**src/rtl/gate_sweep_sequencer.sv**
```systemverilog
// -----------------------------------------------------------------------------
// gate_sweep_sequencer
//
// Purpose:
//   Self-checking stimulus sequencer for a small gate cell. A start pulse
//   launches a sweep. The sweep drives every input vector in ascending order
//   from 0. Each vector is held for SETTLE cycles, then the gate output is
//   sampled for one cycle and compared against the expected truth table TRUTH.
//   The mismatch count, the observed truth table and a pass flag are reported.
//
// Parameters:
//   N_IN    number of gate inputs (1..4); NV = 2**N_IN vectors
//   SETTLE  hold cycles before the sample cycle (>= 1)
//   TRUTH   expected output table, bit i is the expected gate_out for vec == i
//
// Ports:
//   clk       in   rising-edge clock
//   rst       in   synchronous active-high reset
//   start     in   begin a sweep (only looked at while idle)
//   gate_out  in   output of the gate under test
//   vec       out  gate input vector, MSB is the first gate input
//   busy      out  sweep in progress, including the done cycle
//   done      out  one-cycle pulse at the end of a sweep
//   pass      out  last sweep had zero mismatches, valid with done
//   err_cnt   out  mismatch count of the current or last sweep
//   obs       out  observed truth table, bit i sampled for vec == i
//
// Optional feature:
//   GATE_SWEEP_STOP_ON_FAIL_EN - when defined, the first mismatch ends the
//   sweep immediately. vec then holds the failing vector, and obs bits for
//   vectors that were never sampled remain 0.
// -----------------------------------------------------------------------------
module gate_sweep_sequencer #(
    parameter int                   N_IN   = 2,
    parameter int                   SETTLE = 5,
    parameter logic [(1<<N_IN)-1:0] TRUTH  = 4'b0111
) (
    input  logic                   clk,
    input  logic                   rst,
    input  logic                   start,
    input  logic                   gate_out,
    output logic [N_IN-1:0]        vec,
    output logic                   busy,
    output logic                   done,
    output logic                   pass,
    output logic [N_IN:0]          err_cnt,
    output logic [(1<<N_IN)-1:0]   obs
);

    localparam int NV    = 1 << N_IN;
    localparam int CNT_W = (SETTLE > 1) ? $clog2(SETTLE) : 1;
    localparam logic [CNT_W-1:0] CNT_LAST = CNT_W'(SETTLE - 1);
    localparam logic [N_IN-1:0]  IDX_LAST = N_IN'(NV - 1);

    typedef enum logic [1:0] {
        S_IDLE,
        S_SETTLE,
        S_SAMPLE,
        S_DONE
    } state_t;

    state_t            state_q, state_nxt;
    logic [N_IN-1:0]   idx, idx_nxt;
    logic [CNT_W-1:0]  cnt, cnt_nxt;
    logic [N_IN-1:0]   vec_nxt;
    logic              busy_nxt;
    logic              done_nxt;
    logic              pass_nxt;
    logic [N_IN:0]     err_nxt;
    logic [NV-1:0]     obs_nxt;
    logic              mismatch;
    logic              sweep_end;

    // State and registered outputs. Everything is cleared on reset, so a
    // sweep that is interrupted mid-way leaves no partial results behind.
    always_ff @(posedge clk) begin
        if (rst) begin
            state_q <= S_IDLE;
            idx     <= '0;
            cnt     <= '0;
            vec     <= '0;
            busy    <= 1'b0;
            done    <= 1'b0;
            pass    <= 1'b0;
            err_cnt <= '0;
            obs     <= '0;
        end else begin
            state_q <= state_nxt;
            idx     <= idx_nxt;
            cnt     <= cnt_nxt;
            vec     <= vec_nxt;
            busy    <= busy_nxt;
            done    <= done_nxt;
            pass    <= pass_nxt;
            err_cnt <= err_nxt;
            obs     <= obs_nxt;
        end
    end

    // Next-state and next-output logic. Every register holds its value by
    // default. The only exception is done, which is a pulse.
    always_comb begin
        state_nxt = state_q;
        idx_nxt   = idx;
        cnt_nxt   = cnt;
        vec_nxt   = vec;
        busy_nxt  = busy;
        done_nxt  = 1'b0;
        pass_nxt  = pass;
        err_nxt   = err_cnt;
        obs_nxt   = obs;
        mismatch  = 1'b0;
        sweep_end = 1'b0;

        case (state_q)
            S_IDLE: begin
                if (start) begin
                    idx_nxt   = '0;
                    cnt_nxt   = '0;
                    vec_nxt   = '0;
                    err_nxt   = '0;
                    obs_nxt   = '0;
                    pass_nxt  = 1'b0;
                    busy_nxt  = 1'b1;
                    state_nxt = S_SETTLE;
                end
            end

            S_SETTLE: begin
                if (cnt == CNT_LAST) begin
                    state_nxt = S_SAMPLE;
                end else begin
                    cnt_nxt = cnt + CNT_W'(1);
                end
            end

            S_SAMPLE: begin
                obs_nxt[idx] = gate_out;
                mismatch     = (gate_out != TRUTH[idx]);
                if (mismatch) begin
                    err_nxt = err_cnt + (N_IN + 1)'(1);
                end
`ifdef GATE_SWEEP_STOP_ON_FAIL_EN
                sweep_end = mismatch || (idx == IDX_LAST);
`else
                sweep_end = (idx == IDX_LAST);
`endif
                if (sweep_end) begin
                    // pass is computed from the updated count, so it is
                    // valid in the same cycle as done.
                    done_nxt  = 1'b1;
                    pass_nxt  = (err_nxt == '0);
                    state_nxt = S_DONE;
                end else begin
                    // idx cannot overflow here because the last index
                    // leaves through the branch above.
                    idx_nxt   = idx + N_IN'(1);
                    vec_nxt   = idx + N_IN'(1);
                    cnt_nxt   = '0;
                    state_nxt = S_SETTLE;
                end
            end

            S_DONE: begin
                busy_nxt  = 1'b0;
                state_nxt = S_IDLE;
            end

            default: begin
                state_nxt = S_IDLE;
            end
        endcase
    end

endmodule

```
**config.mk**
```make
export PLATFORM = sky130hd
export DESIGN_NAME = gate_sweep_sequencer
export DESIGN_NICKNAME = d
export VERILOG_FILES = /design/src/rtl/gate_sweep_sequencer.sv
export SDC_FILE = /design/constraint.sdc
export NUM_CORES = 1
export LEC_CHECK = 0
export BUFFER_PORTS_ARGS = -buffer_cell sky130_fd_sc_hd__buf_4
export CAP_MARGIN = 5
export CORE_MARGIN = 8
export CORE_UTILIZATION = 53
export DETAILED_ROUTE_END_ITERATION = 10
export GPL_TIMING_DRIVEN = 0
export PLACE_DENSITY = 0.82
export SYNTH_ARGS = -nofsm -noshare
export SYNTH_HDL_FRONTEND = slang
export SYNTH_SLANG_ARGS = --single-unit
```
**constraint.sdc**
```tcl
create_clock -name clk -period 1.75 [get_ports clk]
set_input_delay 0.35 -clock clk [delete_from_list [all_inputs] [get_ports clk]]
set_output_delay 0.35 -clock clk [all_outputs]
set_load 0.005 [all_outputs]
```
### Yosys cells after proc, flatten, opt, wreduce, memory -nomap -nowiden

Index checks and enable logic that the tools add are counted.

| storage, ports and cells | value |
|---|---|
| flip-flop bits (word level) | 17 |
| input port bits | 4 |
| output and inout bits | 12 |
| word-level logic and storage cells | 65 |

| cells by class | value |
|---|---|
| add/subtract/negate cells | 3 |
| magnitude comparators | 2 |
| eq/ne operators | 11 |
| multiplexer cells | 27 |
| bitwise operators | 1 |
| reductions and logical operators | 13 |

Operators with widths:

| operator | count |
|---|---|
| $mux W3 | 5 |
| $mux W2 | 5 |
| $ne A2 B2 Y1 const B | 5 |
| $pmux W3 S3 | 1 |
| $pmux W2 S4 | 1 |
| $pmux W4 S2 | 1 |
| $add A3 B1 Y3 const B | 2 |
| $eq A2 B2 Y1 const B | 3 |
| $mux W1 | 6 |
| $pmux W3 S2 | 1 |
| $reduce_and A2 Y1 | 3 |
| $reduce_and A3 Y1 | 2 |
| $bwmux W4 | 1 |
| $mux W4 | 1 |
| $pmux W1 S2 | 2 |
| $pmux W2 S2 | 1 |
| $reduce_and A4 Y1 | 1 |
| $reduce_bool A2 Y1 | 2 |
| $eq A3 B3 Y1 const B | 1 |
| $logic_not A3 Y1 | 1 |
| $lt A2 B3 Y1 const B | 1 |
| $reduce_bool A3 Y1 | 1 |
| $add A2 B1 Y2 const B | 1 |
| $bmux W1 S2 | 1 |
| 8 further kinds | 8 |

### Logic depth before layout (Yosys ltp)

| depth | value |
|---|---|
| depth in word-level cells | 8 |
| depth in mapped cells | 6 |
| gate-level depth less buffers | 6 |

### Worst setup path after synthesis

Ideal clock, no wire load.

| timing | value |
|---|---|
| kind | reg-to-reg |
| from | register idx[0] |
| to | register pass |
| setup time | 71 ps |
| arrival | 1,489 ps |
| required time | 1,679 ps |
| slack | 191 ps |
| stages on the path, launching flop included | 6 |
| buffers on the path | 0 |
| clock period less this slack | 1,559 ps |
| path through | dfxtp_1 > ha_1 > ha_1 > nor4b_1 > o211ai_1 > a21oi_1 |

| on the way | value |
|---|---|
| cells in the longest elaborated chain, start to end | 8 |
| elaborated cells on any way between the ends | 11 |
| those cells by class | eq/ne (3); mux (6); reduce/logical (2) |

Ends and longest elaborated chain:

| what | line | source |
|---|---|---|
| start, declared | 63 | `logic [N_IN-1:0] idx, idx_nxt;` |
| start signal, assigned | 89 | `idx <= idx_nxt;` |
| $bmux W1 S2 | 139 | `mismatch = (gate_out != TRUTH[idx]);` |
| $mux W1 (not written as such) | 139 |  |
| $ne A1 B1 Y1 | 139 |  |
| $mux W3 | 140 | `if (mismatch) begin` |
| $mux W3 | 115 | `case (state_q)` |
| $logic_not A3 Y1 | 152 | `pass_nxt = (err_nxt == '0);` |
| $mux W1 | 148 | `if (sweep_end) begin` |
| $pmux W1 S2 | 115 |  |
| end signal, assigned | 94 | `pass <= pass_nxt;` |
| end, declared | 45 | `output logic pass,` |

Parallel ways exist; a longest one is shown, timed or not. The select of a mux whose other input is x is not followed.
A chain may end at the register's enable or synchronous reset.

### Worst setup path in the final report

Same ends and word-level chain as after synthesis.

==> out/metrics.yaml <==
outcome:
  outcome: "completed"
logic_synthesis:
  synthAdderAreaFrac_pct: 10.9
  synth_area_leaders: "dfxtp_1 (37%), ha_1 (11%), a21oi_1 (4.9%), nand2_1 (4.5%), nand3_1 (3.8%)"
  synth-simple-area-share_pct: 24.3
  synth_top_family_by_area: "simple AND/OR/NAND/NOR gates"
  ys_seq_area_share_pct: 37.1
  synthCells: 101
  syn_avg_cell_area_um2: 9.09
  synth_nets: 113
  ys.warnings.count: 0
  synth_xor_area_share_pct: 1.91
  synth_mux_area_share_pct: 1.09
  yosys.area.top_type_share_pct: 37.1
  synth_area_um2: 918
  yosys.area.top_type: "dfxtp_1"
  synth-seq-cells: 17
  synth-compound-area-share_pct: 18.7
  synth.distinct_cells: 35
timing:
  max_freq_ghz: 0.614
  final_max_slew_viol_count: 0
  finalCritPeriodShare_pct: 93.1
  slew_headroom_pct: 70.6
  setup_viol: 0
  fin_skew_ps: 3.84
  whs_ps: 297
  post-route-min-period_ps: 1630
  worst_slew_pin_slew_ps: 440
  report.final.hold_viol_count: 0
global_routing:
  grt_pass1_wl_mm: 3.22
  first_global_vias: 762
  track_usage_pct: 12.1
  antenna_found_initial: 0
  grt_overflow: 0
  grt_start_max_net_pins: 11
die:
  initial_core_util_pct: 55.0
  num_io_pins: 16
  die_height_um: 57.6
  die_area_um2: 3320
  std_cell_rows: 15
  die_w_um: 57.6
  core_area_um2: 1670
setup_path:
  critical_path_buf_inv_count: 0
  cp-end-kind: "flop"
  crit_path_start_kind: "flop"
  crit_chain: "ha_4, ha_1, nor4b_1, o211ai_1, a21oi_1"
  critical_path_class: "flop to flop"
  required_ps: 1980
  cpLargestDelayFamily: "adder cells"
  worstPathMaxFanout: 8
  critPathArrivalTime_ps: 1860
  slowest_stage: "dfxtp_1"
  crit_path_max_incr_delay_ps: 480
placed_design:
  dp.final_hpwl_mm: 1.39
  place_inst: 132
  numPortBuffers: 14
  place_congestion: 0.876
clocking:
  cts_max_level: 1
  cts_made_buffers: 3
  cts_hold_buf: 0
  clock_latency_ps: 290
  cts_resized: 1
  cts_setup_buffers: 0
  clk_pin_slew_worst_paths_ps: 100
  cts_root_buffer: "clkbuf_4"
  cts.sinks: 17
  cts_buffer_depth: 2
  cts_tree: "built"
final_layout:
  diodes: 0
  instances_no_fill: 136
  nets: 132
  register_area_um2: 340
  area_delta_synth_final_pct: 18.0
  fillers: 137
  layout_common_cells: "dfxtp_1 (17), buf_4 (16), nand2_1 (11), a21oi_1 (9)"
  multi_input_area_um2: 534
  layout-drive-gt1-share_pct: 24.4
  layout_commonest_cell: "dfxtp_1"
route:
  wirelength_mm: 1.84
  drt-initial-drc-count: 11
  vias: 795
  drc: 0
  drtAntennaViolNets: 0
  wl_per_cell_um: 13.5
  vias_per_cell: 5.85
  first_pass_iters: 4
power:
  ir_drop_uv: 387
  p_sw_mw: 0.168
  p_sw_share_pct: 24.8
  p_leak_nw: 0.431
  pwr-share-clk_pct: 31.2
  p_int_mw: 0.510
  seq_power_share_pct: 58.7
  powerDensity_nw_per_um2: 626
  combPwrFrac_pct: 10.1
hold_path:
  hp-class: "input pin to flop"
job:
  cap_violations: 0
[area by class of cell]
class                   count  share of cell area [%]
plain buffers               5                    3.81
clock buffers               4                    2.42
inverters                   4                    1.39
multi-input cells          75                    49.3
flip-flops and latches     17                    31.4
well taps                  17                    1.96
repair buffers             14                    9.70
[worst paths after layout]
| path | start | to | slack, ps | cells past startpoint |
|---|---|---|---|---|
| worst max-delay path | idx[0]$_SDFFE_PP0P_ | pass$_SDFFE_PP0P_ | 120 | 5 |
| worst min-delay path | rst | err_cnt[2]$_SDFFE_PP0P_ | 300 | 2 |
| worst max register to register | idx[0]$_SDFFE_PP0P_ | pass$_SDFFE_PP0P_ | 120 | 5 |
| worst min register to register | busy$_SDFFE_PP0P_ | busy$_SDFFE_PP0P_ | 460 | 2 |
[power groups by stage]
stage          clock (mW)  combinational [mW]  sequential, mW
2_1_floorplan           0              0.0485           0.407
3_3_place_gp            0              0.0656           0.407
3_5_place_dp            0              0.0683           0.407
4_1_cts             0.223              0.0684           0.399
5_1_grt             0.235              0.0780           0.400
6_report            0.212              0.0683           0.399
[registers in the layout, indices dropped and copies added, names as in the netlist]
signal and cells:
cnt 3, obs 4, state_q 2, busy 1
pass 1, idx 2, err_cnt 3, done 1
[metrics by stage]
stage | power, mW | util (%) | setup TNS (ps) | instance area [um2] | setup slack [ps]
6_report | 0.679 | 64.9 | 0 | 1080 | 120
3_5_place_dp | 0.476 | 62.5 | 0 | 1040 | 35.4
5_1_grt | 0.713 | 64.9 | -19.8 | 1080 | -19.8
2_1_floorplan | 0.455 | - | 0 | 918 | 191
3_3_place_gp | 0.473 | 62.5 | 0 | 1040 | 54.5
4_1_cts | 0.690 | 64.3 | 0 | 1070 | 81.6
[synthesized netlist by cell type]
| cell type | count |
|---|---|
| o21ai_0 | 2 |
| nand4b_1 | 1 |
| a32o_1 | 1 |
| nor4b_1 | 2 |
| buf_6 | 2 |
| a32oi_1 | 1 |
| nor2_1 | 6 |
| nand3_1 | 7 |
| nor2b_4 | 1 |
| xor2_1 | 2 |
| a21oi_1 | 9 |
| o211ai_1 | 1 |
| and2b_4 | 1 |
| clkbuf_1 | 1 |
| o311ai_1 | 1 |
| a21boi_1 | 1 |
| nand2_1 | 11 |
| nor3_2 | 1 |
| o31ai_1 | 1 |
| nor3b_1 | 1 |
| o21bai_1 | 2 |
| inv_1 | 4 |
| nor2b_1 | 3 |
| buf_4 | 2 |
| or2_2 | 1 |
| a211oi_2 | 1 |
| a22oi_1 | 1 |
| nor3b_2 | 1 |
| a21oi_2 | 1 |
| mux2i_1 | 1 |
| a211oi_1 | 1 |
| nand2b_1 | 3 |
| ha_1 | 8 |
| a21o_1 | 2 |
| dfxtp_1 | 17 |
[logic make-up (layout without fill, tap and decap cells)]
family,count (synthesis),count (layout)
buffers and inverters,9,27
muxes,1,1
xor gates and xnor gates,2,2
AOI/OAI and AO/OA,25,25
adders and majority gates,8,8
and+or+nand+nor,39,39
DFF,17,17
[layer usage]
| layer | vias up | track usage [%] | share of wire [%] |
|---|---|---|---|
| li1 | 393 | - | - |
| met1 | 376 | 13.4 | 44 |
| met2 | 20 | 20.6 | 47 |
| met3 | 6 | 3.75 | 6.7 |
| met4 | 0 | 5.36 | 2.1 |
| met5 | - | 0 | 0 |
No activity file was read; power rests on OpenSTA's default activity.
